## config.mk

```make
export PLATFORM = sky130hd
export DESIGN_NAME = gf180mcu_fd_sc_mcu9t5v0__rstseq_ctrl_flat
export DESIGN_NICKNAME = d
export VERILOG_FILES = /design/src/rtl/gf180mcu_fd_sc_mcu9t5v0__rstseq_pkg.sv /design/src/rtl/gf180mcu_fd_sc_mcu9t5v0__rstseq_ctrl_if.sv /design/src/rtl/gf180mcu_fd_sc_mcu9t5v0__rst_sync.sv /design/src/rtl/gf180mcu_fd_sc_mcu9t5v0__rstseq_ctrl.sv /design/src/flat_wrapper.sv
export SDC_FILE = /design/constraint.sdc
export NUM_CORES = 1
export LEC_CHECK = 0
export BUFFER_PORTS_ARGS = -buffer_cell sky130_fd_sc_hd__buf_2
export CAP_MARGIN = 20
export CORE_ASPECT_RATIO = 0.8
export CORE_MARGIN = 1
export CORE_UTILIZATION = 54
export DETAILED_ROUTE_END_ITERATION = 7
export GPL_TIMING_DRIVEN = 1
export PLACE_DENSITY_LB_ADDON = 0.1
export SKIP_LAST_GASP = 1
export SYNTH_ARGS = -nofsm -noshare
export SYNTH_HDL_FRONTEND = slang
export SYNTH_SLANG_ARGS = --single-unit
```

## constraint.sdc

```tcl
create_clock -name CLK -period 1 [get_ports CLK]
set_clock_uncertainty 0.15 [all_clocks]
set_input_delay 0 -clock CLK [delete_from_list [all_inputs] [get_ports CLK]]
set_output_delay 0 -clock CLK [all_outputs]
set_load 0.01 [all_outputs]
```

## src/rtl/gf180mcu_fd_sc_mcu9t5v0__rstseq_pkg.sv

```systemverilog
// Shared types for the reset sequencer: FSM state encoding and the
// width helper for the shared GAP/HOLD counter.
package gf180mcu_fd_sc_mcu9t5v0__rstseq_pkg;

    typedef enum logic [2:0] {
        ST_SYNC      = 3'd0,
        ST_RELEASE   = 3'd1,
        ST_RUN       = 3'd2,
        ST_SOFT      = 3'd3,
        ST_WAIT_DROP = 3'd4
    } state_e;

    function automatic int cnt_width(input int gap, input int hold);
        int m;
        m = (gap > hold) ? gap : hold;
        return (m < 1) ? 1 : $clog2(m + 1);
    endfunction

endpackage

```

## src/rtl/gf180mcu_fd_sc_mcu9t5v0__rstseq_ctrl_if.sv

```systemverilog
// Soft-reset handshake and domain-reset bundle between the sequencer (slave)
// and the logic that requests soft resets and consumes RN_O (master).
interface gf180mcu_fd_sc_mcu9t5v0__rstseq_ctrl_if #(
    parameter int N_DOM = 4
) ();
    import gf180mcu_fd_sc_mcu9t5v0__rstseq_pkg::*;

    // Handshake: SRST_REQ is a level mask held until SRST_ACK pulses for one
    // cycle; it must return to zero before a new request is accepted.
    logic [N_DOM-1:0] SRST_REQ;
    logic [N_DOM-1:0] RN_O;
    logic             READY;
    logic             SRST_BUSY;
    logic             SRST_ACK;
    state_e           dbg_state;

    modport master (
        output SRST_REQ,
        input  RN_O, READY, SRST_BUSY, SRST_ACK, dbg_state
    );

    modport slave (
        input  SRST_REQ,
        output RN_O, READY, SRST_BUSY, SRST_ACK, dbg_state
    );

endinterface

```

## src/rtl/gf180mcu_fd_sc_mcu9t5v0__rst_sync.sv

```systemverilog
// Async-assert / sync-deassert reset synchroniser, a chain of
// dffrnq-equivalent flops cleared directly by the pad reset.
module gf180mcu_fd_sc_mcu9t5v0__rst_sync #(
    parameter int STAGES = 2
) (
    input  logic clk_i,
    input  logic rn_i,
    output logic rn_sync_o
);

    logic [STAGES-1:0] sync_q;

    always_ff @(posedge clk_i or negedge rn_i) begin
        if (!rn_i) begin
            sync_q <= '0;
        end else begin
            sync_q <= {sync_q[STAGES-2:0], 1'b1};
        end
    end

    assign rn_sync_o = sync_q[STAGES-1];

endmodule

```

## src/rtl/gf180mcu_fd_sc_mcu9t5v0__rstseq_ctrl.sv

```systemverilog
// Reset sequencer: staged release of active-low domain resets after the
// synchronised chip reset, then per-domain soft resets via req/ack.
module gf180mcu_fd_sc_mcu9t5v0__rstseq_ctrl
    import gf180mcu_fd_sc_mcu9t5v0__rstseq_pkg::*;
#(
    parameter int N_DOM       = 4,
    parameter int SYNC_STAGES = 2,
    parameter int GAP         = 8,
    parameter int HOLD        = 16
) (
    input  logic CLK,
    input  logic RN,
    gf180mcu_fd_sc_mcu9t5v0__rstseq_ctrl_if.slave bus
);

    localparam int             CW        = cnt_width(GAP, HOLD);
    localparam logic [CW-1:0]  GAP_LAST  = CW'(GAP - 1);
    localparam logic [CW-1:0]  HOLD_LAST = CW'(HOLD - 1);

    logic             rn_sync_n;
    state_e           state_q;
    logic [CW-1:0]    cnt_q;
    logic [N_DOM-1:0] mask_q;
    logic [N_DOM-1:0] rn_o_q;
    logic             ready_q;
    logic             busy_q;
    logic             ack_q;
    logic [N_DOM-1:0] rn_rel_d;

    gf180mcu_fd_sc_mcu9t5v0__rst_sync #(
        .STAGES (SYNC_STAGES)
    ) u_rst_sync (
        .clk_i     (CLK),
        .rn_i      (RN),
        .rn_sync_o (rn_sync_n)
    );

    // Thermometer release: the next domain up is freed each time the gap expires.
    assign rn_rel_d = (rn_o_q << 1) | N_DOM'(1);

    always_ff @(posedge CLK or negedge rn_sync_n) begin
        if (!rn_sync_n) begin
            state_q <= ST_SYNC;
            cnt_q   <= '0;
            mask_q  <= '0;
            rn_o_q  <= '0;
            ready_q <= 1'b0;
            busy_q  <= 1'b0;
            ack_q   <= 1'b0;
        end else begin
            ack_q <= 1'b0;
            case (state_q)
                // SYNC is the first edge out of reset and already counts toward the first gap.
                ST_SYNC, ST_RELEASE: begin
                    if (cnt_q == GAP_LAST) begin
                        cnt_q  <= '0;
                        rn_o_q <= rn_rel_d;
                        if (&rn_rel_d) begin
                            state_q <= ST_RUN;
                            ready_q <= 1'b1;
                        end else begin
                            state_q <= ST_RELEASE;
                        end
                    end else begin
                        cnt_q   <= cnt_q + CW'(1);
                        state_q <= ST_RELEASE;
                    end
                end
                ST_RUN: begin
                    if (|bus.SRST_REQ) begin
                        mask_q  <= bus.SRST_REQ;
                        rn_o_q  <= rn_o_q & ~bus.SRST_REQ;
                        busy_q  <= 1'b1;
                        cnt_q   <= '0;
                        state_q <= ST_SOFT;
                    end
                end
                ST_SOFT: begin
                    if (cnt_q == HOLD_LAST) begin
                        rn_o_q  <= rn_o_q | mask_q;
                        busy_q  <= 1'b0;
                        ack_q   <= 1'b1;
                        cnt_q   <= '0;
                        state_q <= ST_WAIT_DROP;
                    end else begin
                        cnt_q <= cnt_q + CW'(1);
                    end
                end
                ST_WAIT_DROP: begin
                    if (bus.SRST_REQ == '0) begin
                        state_q <= ST_RUN;
                    end
                end
                default: begin
                    state_q <= ST_SYNC;
                end
            endcase
        end
    end

    assign bus.RN_O      = rn_o_q;
    assign bus.READY     = ready_q;
    assign bus.SRST_BUSY = busy_q;
    assign bus.SRST_ACK  = ack_q;
    assign bus.dbg_state = state_q;

endmodule
```

## src/flat_wrapper.sv

```systemverilog
// flat-port wrapper written by rule: the top's interface ports become plain ports
module gf180mcu_fd_sc_mcu9t5v0__rstseq_ctrl_flat import gf180mcu_fd_sc_mcu9t5v0__rstseq_pkg::*;
#(
    parameter int N_DOM       = 4,
    parameter int SYNC_STAGES = 2,
    parameter int GAP         = 8,
    parameter int HOLD        = 16
)
  (CLK, RN, bus_SRST_REQ, bus_RN_O, bus_READY, bus_SRST_BUSY, bus_SRST_ACK, bus_dbg_state);
  gf180mcu_fd_sc_mcu9t5v0__rstseq_ctrl_if #(.N_DOM(N_DOM)) bus_i ();
  input  logic CLK;
  input  logic RN;
  input wire logic [$bits(bus_i.SRST_REQ)-1:0] bus_SRST_REQ;
  output wire logic [$bits(bus_i.RN_O)-1:0] bus_RN_O;
  output wire logic [$bits(bus_i.READY)-1:0] bus_READY;
  output wire logic [$bits(bus_i.SRST_BUSY)-1:0] bus_SRST_BUSY;
  output wire logic [$bits(bus_i.SRST_ACK)-1:0] bus_SRST_ACK;
  output wire logic [$bits(bus_i.dbg_state)-1:0] bus_dbg_state;
  assign bus_i.SRST_REQ = bus_SRST_REQ;
  assign bus_RN_O = bus_i.RN_O;
  assign bus_READY = bus_i.READY;
  assign bus_SRST_BUSY = bus_i.SRST_BUSY;
  assign bus_SRST_ACK = bus_i.SRST_ACK;
  assign bus_dbg_state = bus_i.dbg_state;
  gf180mcu_fd_sc_mcu9t5v0__rstseq_ctrl #(.N_DOM(N_DOM), .SYNC_STAGES(SYNC_STAGES), .GAP(GAP), .HOLD(HOLD)) u_core (.CLK(CLK), .RN(RN), .bus(bus_i));
endmodule
```

==> results of run 1 <==
what timing repair did:
action                                 CTS
endpoints found under the hold margin    9
setup endpoints to repair               27
setup buffers                            7
gates resized for setup                 27
hold buffers                             6
pin swaps                                6
logic make-up after synthesis:
kind of cell | after synthesis | share of synthesized area, %
simple gates | 43 | 22.1
xor+xnor | 2 | 1.68
fa+ha+maj | 3 | 3.61
compound gates | 23 | 16.1
flops | 21 | 50.5
mux | 1 | 0.962
other cells | 1 | 0.360
buf+inv | 12 | 4.69
per-stage QoR:
step	cell area, um2	worst slack (ns)
2_1_floorplan	1080	-0.541
3_3_place_gp	1390	-0.558
3_5_place_dp	1390	-0.642
4_1_cts	1640	-0.649
==> out/summary.md, run 1 <==
Counting flops with an async set or reset pin after synthesis yields a share of 100%. Summed over all instances, the cell type with the most area after synthesis is dfrtp_1. The die is 41.3 um tall. The final RePlAce weighted congestion is 0.890. TritonCTS created 3 clock buffers. For the placed wire-length estimate, the log shows 2190 um.

Synthesis handed over a netlist of 106 instances. Counting every sink on the clock net gives 21. Pin placement for this block handled 16 I/O pins. The count of buffers from port buffering came out at 15. The number of nets in the synthesized netlist is 115. The tree is rooted in a clkbuf_4. Entering global routing, the biggest net connects 20 pins. The top cell type by area accounts for 50.5% of the synthesized area. The synthesized area per cell works out to 9.82 um2. The tools report the stopping stage as global routing (5_1_grt). The run gives 35 as the distinct cell type count of the synthesized netlist. The floorplan die width works out to 51.1 um.

The most frequent cell after synthesis was dfrtp_1. The flow did not finish. Summing the sequential cell areas from Yosys gives 50.5% of the chip area. The tools report the H-tree depth as 1. After the last repair the worst path ends at a sequential cell input.

Once the floorplan was initialized, standard cells occupied 61.0% of the core. In this run, placement finished with an instance count of 170. In this run, synthesis produced a sequential element count of 21. Among all flip-flop cells after synthesis, the most frequent one is dfrtp_1. The logs give 0 for the number of warning messages in the yosys log and 13 for the site row count. The cell area that synthesis handed to floorplanning was 1040 um2. In the synthesized netlist, the cells that appear most often are dfrtp_1, nand2_1, inv_1, nand3_1.

The tool reported: "[ERROR DPL-0038] Utilization greater than 100%, impossible to legalize". After synthesis, the cell types taking the most area are dfrtp_1, nand2_1, ha_1. The tools report the worst-case clock buffer depth as 2. When the global-route repair_timing finished, the worst setup path ended at u_core.bus.RN_O[1]$_DFFE_PN0P_/D. Yosys mapped a number of flops with a built-in enable equal to 0.
==> inputs of run 2 (changes only) <==
--- a/config.mk
+++ b/config.mk
@@ -7,12 +7,11 @@
 export LEC_CHECK = 0
 export BUFFER_PORTS_ARGS = -buffer_cell sky130_fd_sc_hd__buf_2
 export CAP_MARGIN = 20
-export CORE_ASPECT_RATIO = 0.8
-export CORE_MARGIN = 1
-export CORE_UTILIZATION = 54
+export CORE_AREA = 2 2 63 65
 export DETAILED_ROUTE_END_ITERATION = 7
+export DIE_AREA = 0 0 65 67
 export GPL_TIMING_DRIVEN = 1
-export PLACE_DENSITY_LB_ADDON = 0.1
+export PLACE_DENSITY_LB_ADDON = 0.15
 export SKIP_LAST_GASP = 1
 export SYNTH_ARGS = -nofsm -noshare
 export SYNTH_HDL_FRONTEND = slang
==> run 2 against run 1 <==
Against the previous run: the flow now finishes, with violations (negative hold slack, negative setup slack); synthesized cell count is the same; synthesized area is the same.
==> out/summary.md, run 2 <==
The run finished, with violations left. The final reports fail on negative hold slack, negative setup slack. Yosys mapped a number of flops with a built-in enable equal to 0. The count of antenna diodes in the layout is 0.

In the final layout, flip-flops and latches occupy 528 um2. The tools report the number of antenna violations at the first check in global routing as 0. After clock tree synthesis, the flow added hold-fix buffers numbering 3.

The layout-stage area growth over the synthesis result is 61.8%. The synthesized area per cell was 9.82 um2. The largest stage delay on the critical path is 0.39 ns. By instance count, the leading cell after synthesis is dfrtp_1.

The die is 67 um tall. The tree is rooted in a clkbuf_8. The total power draw was 4.39 mW; the number of nets in the finished design was 172.

Ranked by total cell area, the synthesized netlist is headed by dfrtp_1, nand2_1, ha_1. For the overall global routing resource usage, the log shows 14.1%. The multi-input combinational cells in the finished layout cover a total of 569 um2.

TritonCTS built the clock tree. The power per standard cell area was 2600 nW/um2. Ranked by flip-flop count, first place goes to u_core.cnt_q. The wire-length estimate of the detail-placed layout is 1950 um. For this run, the number of Yosys warnings is 0.

After detailed routing, the number of remaining DRC violations is 0. After layout, the worst path uses 161% of the clock period. 16 I/O pins were placed. Setup violations remaining at the end of the flow were counted as 25. The setup slack after layout was -0.609 ns. The top fanout value on the critical path was 5; the number of optimization iterations in the first detailed-route pass was 4. Required time at the endpoint of the critical path: 1.05 ns.

The number of nets still failing antenna checks after routing was 0; the leakage power total was 0.800 nW. The logs give 0 for the max-slew violation count and 28.9% for the starting utilization of the core area. Setup repair after global routing could not meet its margin everywhere.

The run gives 0 as the global route total overflow. The path category of the worst min-delay check is reg2async. Start-to-end type of the worst setup path: reg2reg. In this run, the number of DRC markers left after iteration 0 of detailed routing was 35. Dividing the detail-routed wire length by the instance count gives 13.1 um. The clock slew at the register clock pins of the worst setup and hold paths came out at 0.08 ns. Entering global routing, the biggest net connects 16 pins. Fraction of the yosys area taken by sequential cells: 50.5%. Detailed routing inserted a total of 968 vias. In the final layout, the share of cells above drive strength 1 is 53.1%. The tools report the number of global-route vias before repair as 1013.

For the distinct cell type count of the synthesized netlist, the log shows 35. The flip-flop count of the largest register, all copies and words added came out at 5. The shortest clock period the worst path allows after layout is 1.61 ns, and the post-synth net total is 115. TritonCTS created 3 clock buffers. The floorplan die width was 65 um; the synthesized instance count was 106.

For the clock sink count, the log shows 21. The site row count was 22; the number of flip-flops and latches in the synthesized netlist was 21. Maximum clock rate: 621 MHz. Fraction of registers with async set or reset after synthesis: 100%.

For the worst setup path, the data arrival time is 1.66 ns. The post-placement cell area was 1450 um2; the first-pass GRT wire length was 4660 um. The library cells used most frequently in the layout, excluding fill and tap cells, are buf_4, dfrtp_1, nand2_1. Routability-driven placement finished with a final weighted congestion of 0.831. The routed design has 2750 um of wire.

The library cell with the largest summed area after synthesis is dfrtp_1. By count the netlist is led by dfrtp_1, nand2_1, inv_1, nand3_1. The signal on the critical path passes through ha_2, nand4bb_1, or3_4, and2_4, o21ai_2. The final-layout setup total negative slack is -9.11 ns.

The final count of hold timing violations is 4, and the cell area after layout is 1680 um2. Type of element launching the critical path: a flop. After floorplanning, the core was sized to cover 3610 um2.

Count of buffers from port buffering: 15. The run gives 0 as the number of max-capacitance violations reported. The worst slack after detailed placement was -0.606 ns. Using the TritonRoute via totals, the vias-per-cell ratio works out to 4.61. Dominant register cell in the synthesized netlist: dfrtp_1.

The longest clock path from root to sink contains 2 buffers. The tools report the post-synthesis cell area as 1040 um2. Leaving out fill and tap cells, the most frequent cell in the layout is buf_4.

The floorplan step defined a die boundary enclosing 4360 um2. The logs give -0.0400 ns for the minimum hold slack and 348 for the number of fillers in the final layout. H-tree depth: 1. Critical-path cell with the highest stage delay: or3_4.

The clock insertion delay at the later pin of the skew report came out at 0.27 ns. The area share of the largest cell type after synthesis was 50.5%. The worst-case IR drop observed on VDD is 0.947 mV.

The type of destination of the critical path was a flop.
## run 2: cell counts after synthesis
No cell type changed its count.
## run 2: critical path, delay by kind of cell, from the launching register on
family / cells / cell delay [ns]
DFF: 1 / 0.36
adders and majority gates: 1 / 0.20
and+or+nand+nor: 3 / 0.72
AOI/OAI and AO/OA: 1 / 0.11
## run 2: repair_timing
item / in CTS / in global routing
hold endpoints to repair: 7 / 4
resized for setup: 18 / 13
buffers inserted: 2 / 4
setup endpoints to repair: 25 / 25
pin swaps: 6 / 7
## run 2: logic make-up after synthesis
| logic type | after synthesis | share of synthesized area (%) |
|---|---|---|
| fa+ha+maj | 3 | 3.61 |
| flops | 21 | 50.5 |
| compound gates | 23 | 16.1 |
| xor+xnor | 2 | 1.68 |
| other cells | 1 | 0.360 |
| simple gates | 43 | 22.1 |
| mux | 1 | 0.962 |
| buf+inv | 12 | 4.69 |
## run 2: final cells by class
cell class / count / area share (%)
well taps: 48 / 3.57
multi-input cells: 73 / 33.8
clock buffers: 3 / 2.45
repair buffers: 56 / 26.7
flip-flops and latches: 21 / 31.4
inverters: 8 / 1.78
clock inverters: 1 / 0.297
## run 2: report_power, final
part / leakage (nW) / switching (mW) / total (mW) / internal [mW]
combinational: 0.528 / 1.06 / 2.37 / 1.31
sequential: 0.246 / 0.272 / 1.45 / 1.18
clock: 0.0255 / 0.292 / 0.571 / 0.278
## run 2: worst paths after layout
check | start | endpoint | slack (ns) | cells after the start
max | u_core.cnt_q[0] | u_core.bus.RN_O[1] | -0.61 | 5
min | u_core.u_rst_sync.sync_q[1] | u_core.cnt_q[0] | -0.04 | 0
max reg2reg | u_core.cnt_q[0] | u_core.bus.RN_O[1] | -0.61 | 5
min reg2reg | u_core.u_rst_sync.sync_q[1] | u_core.cnt_q[0] | -0.04 | 0
max in group asynchronous | RN | u_core.u_rst_sync.sync_q[1] | 0.16 | 3
min in group CLK | bus_SRST_REQ[2] | u_core.bus.RN_O[2] | 0.02 | 5
## run 2: per-layer routing
metal / track usage, % / up-vias / part of all wire, %
met2: 23.7 / 16 / 50
met1: 18.1 / 470 / 45
li1: - / 476 / -
met3: 3.21 / 6 / 3.7
met4: 3.99 / 0 / 1.5
met5: 0 / - / 0
## run 2: stage by stage
step / util, % / std cells
4_1_cts: 44.8 / 207
5_1_grt: 46.7 / 210
3_5_place_dp: 40.3 / 199
3_3_place_gp: 40.3 / 199
6_report: 46.7 / 210
2_1_floorplan: - / 106
Power figures use the tool's default switching activity.
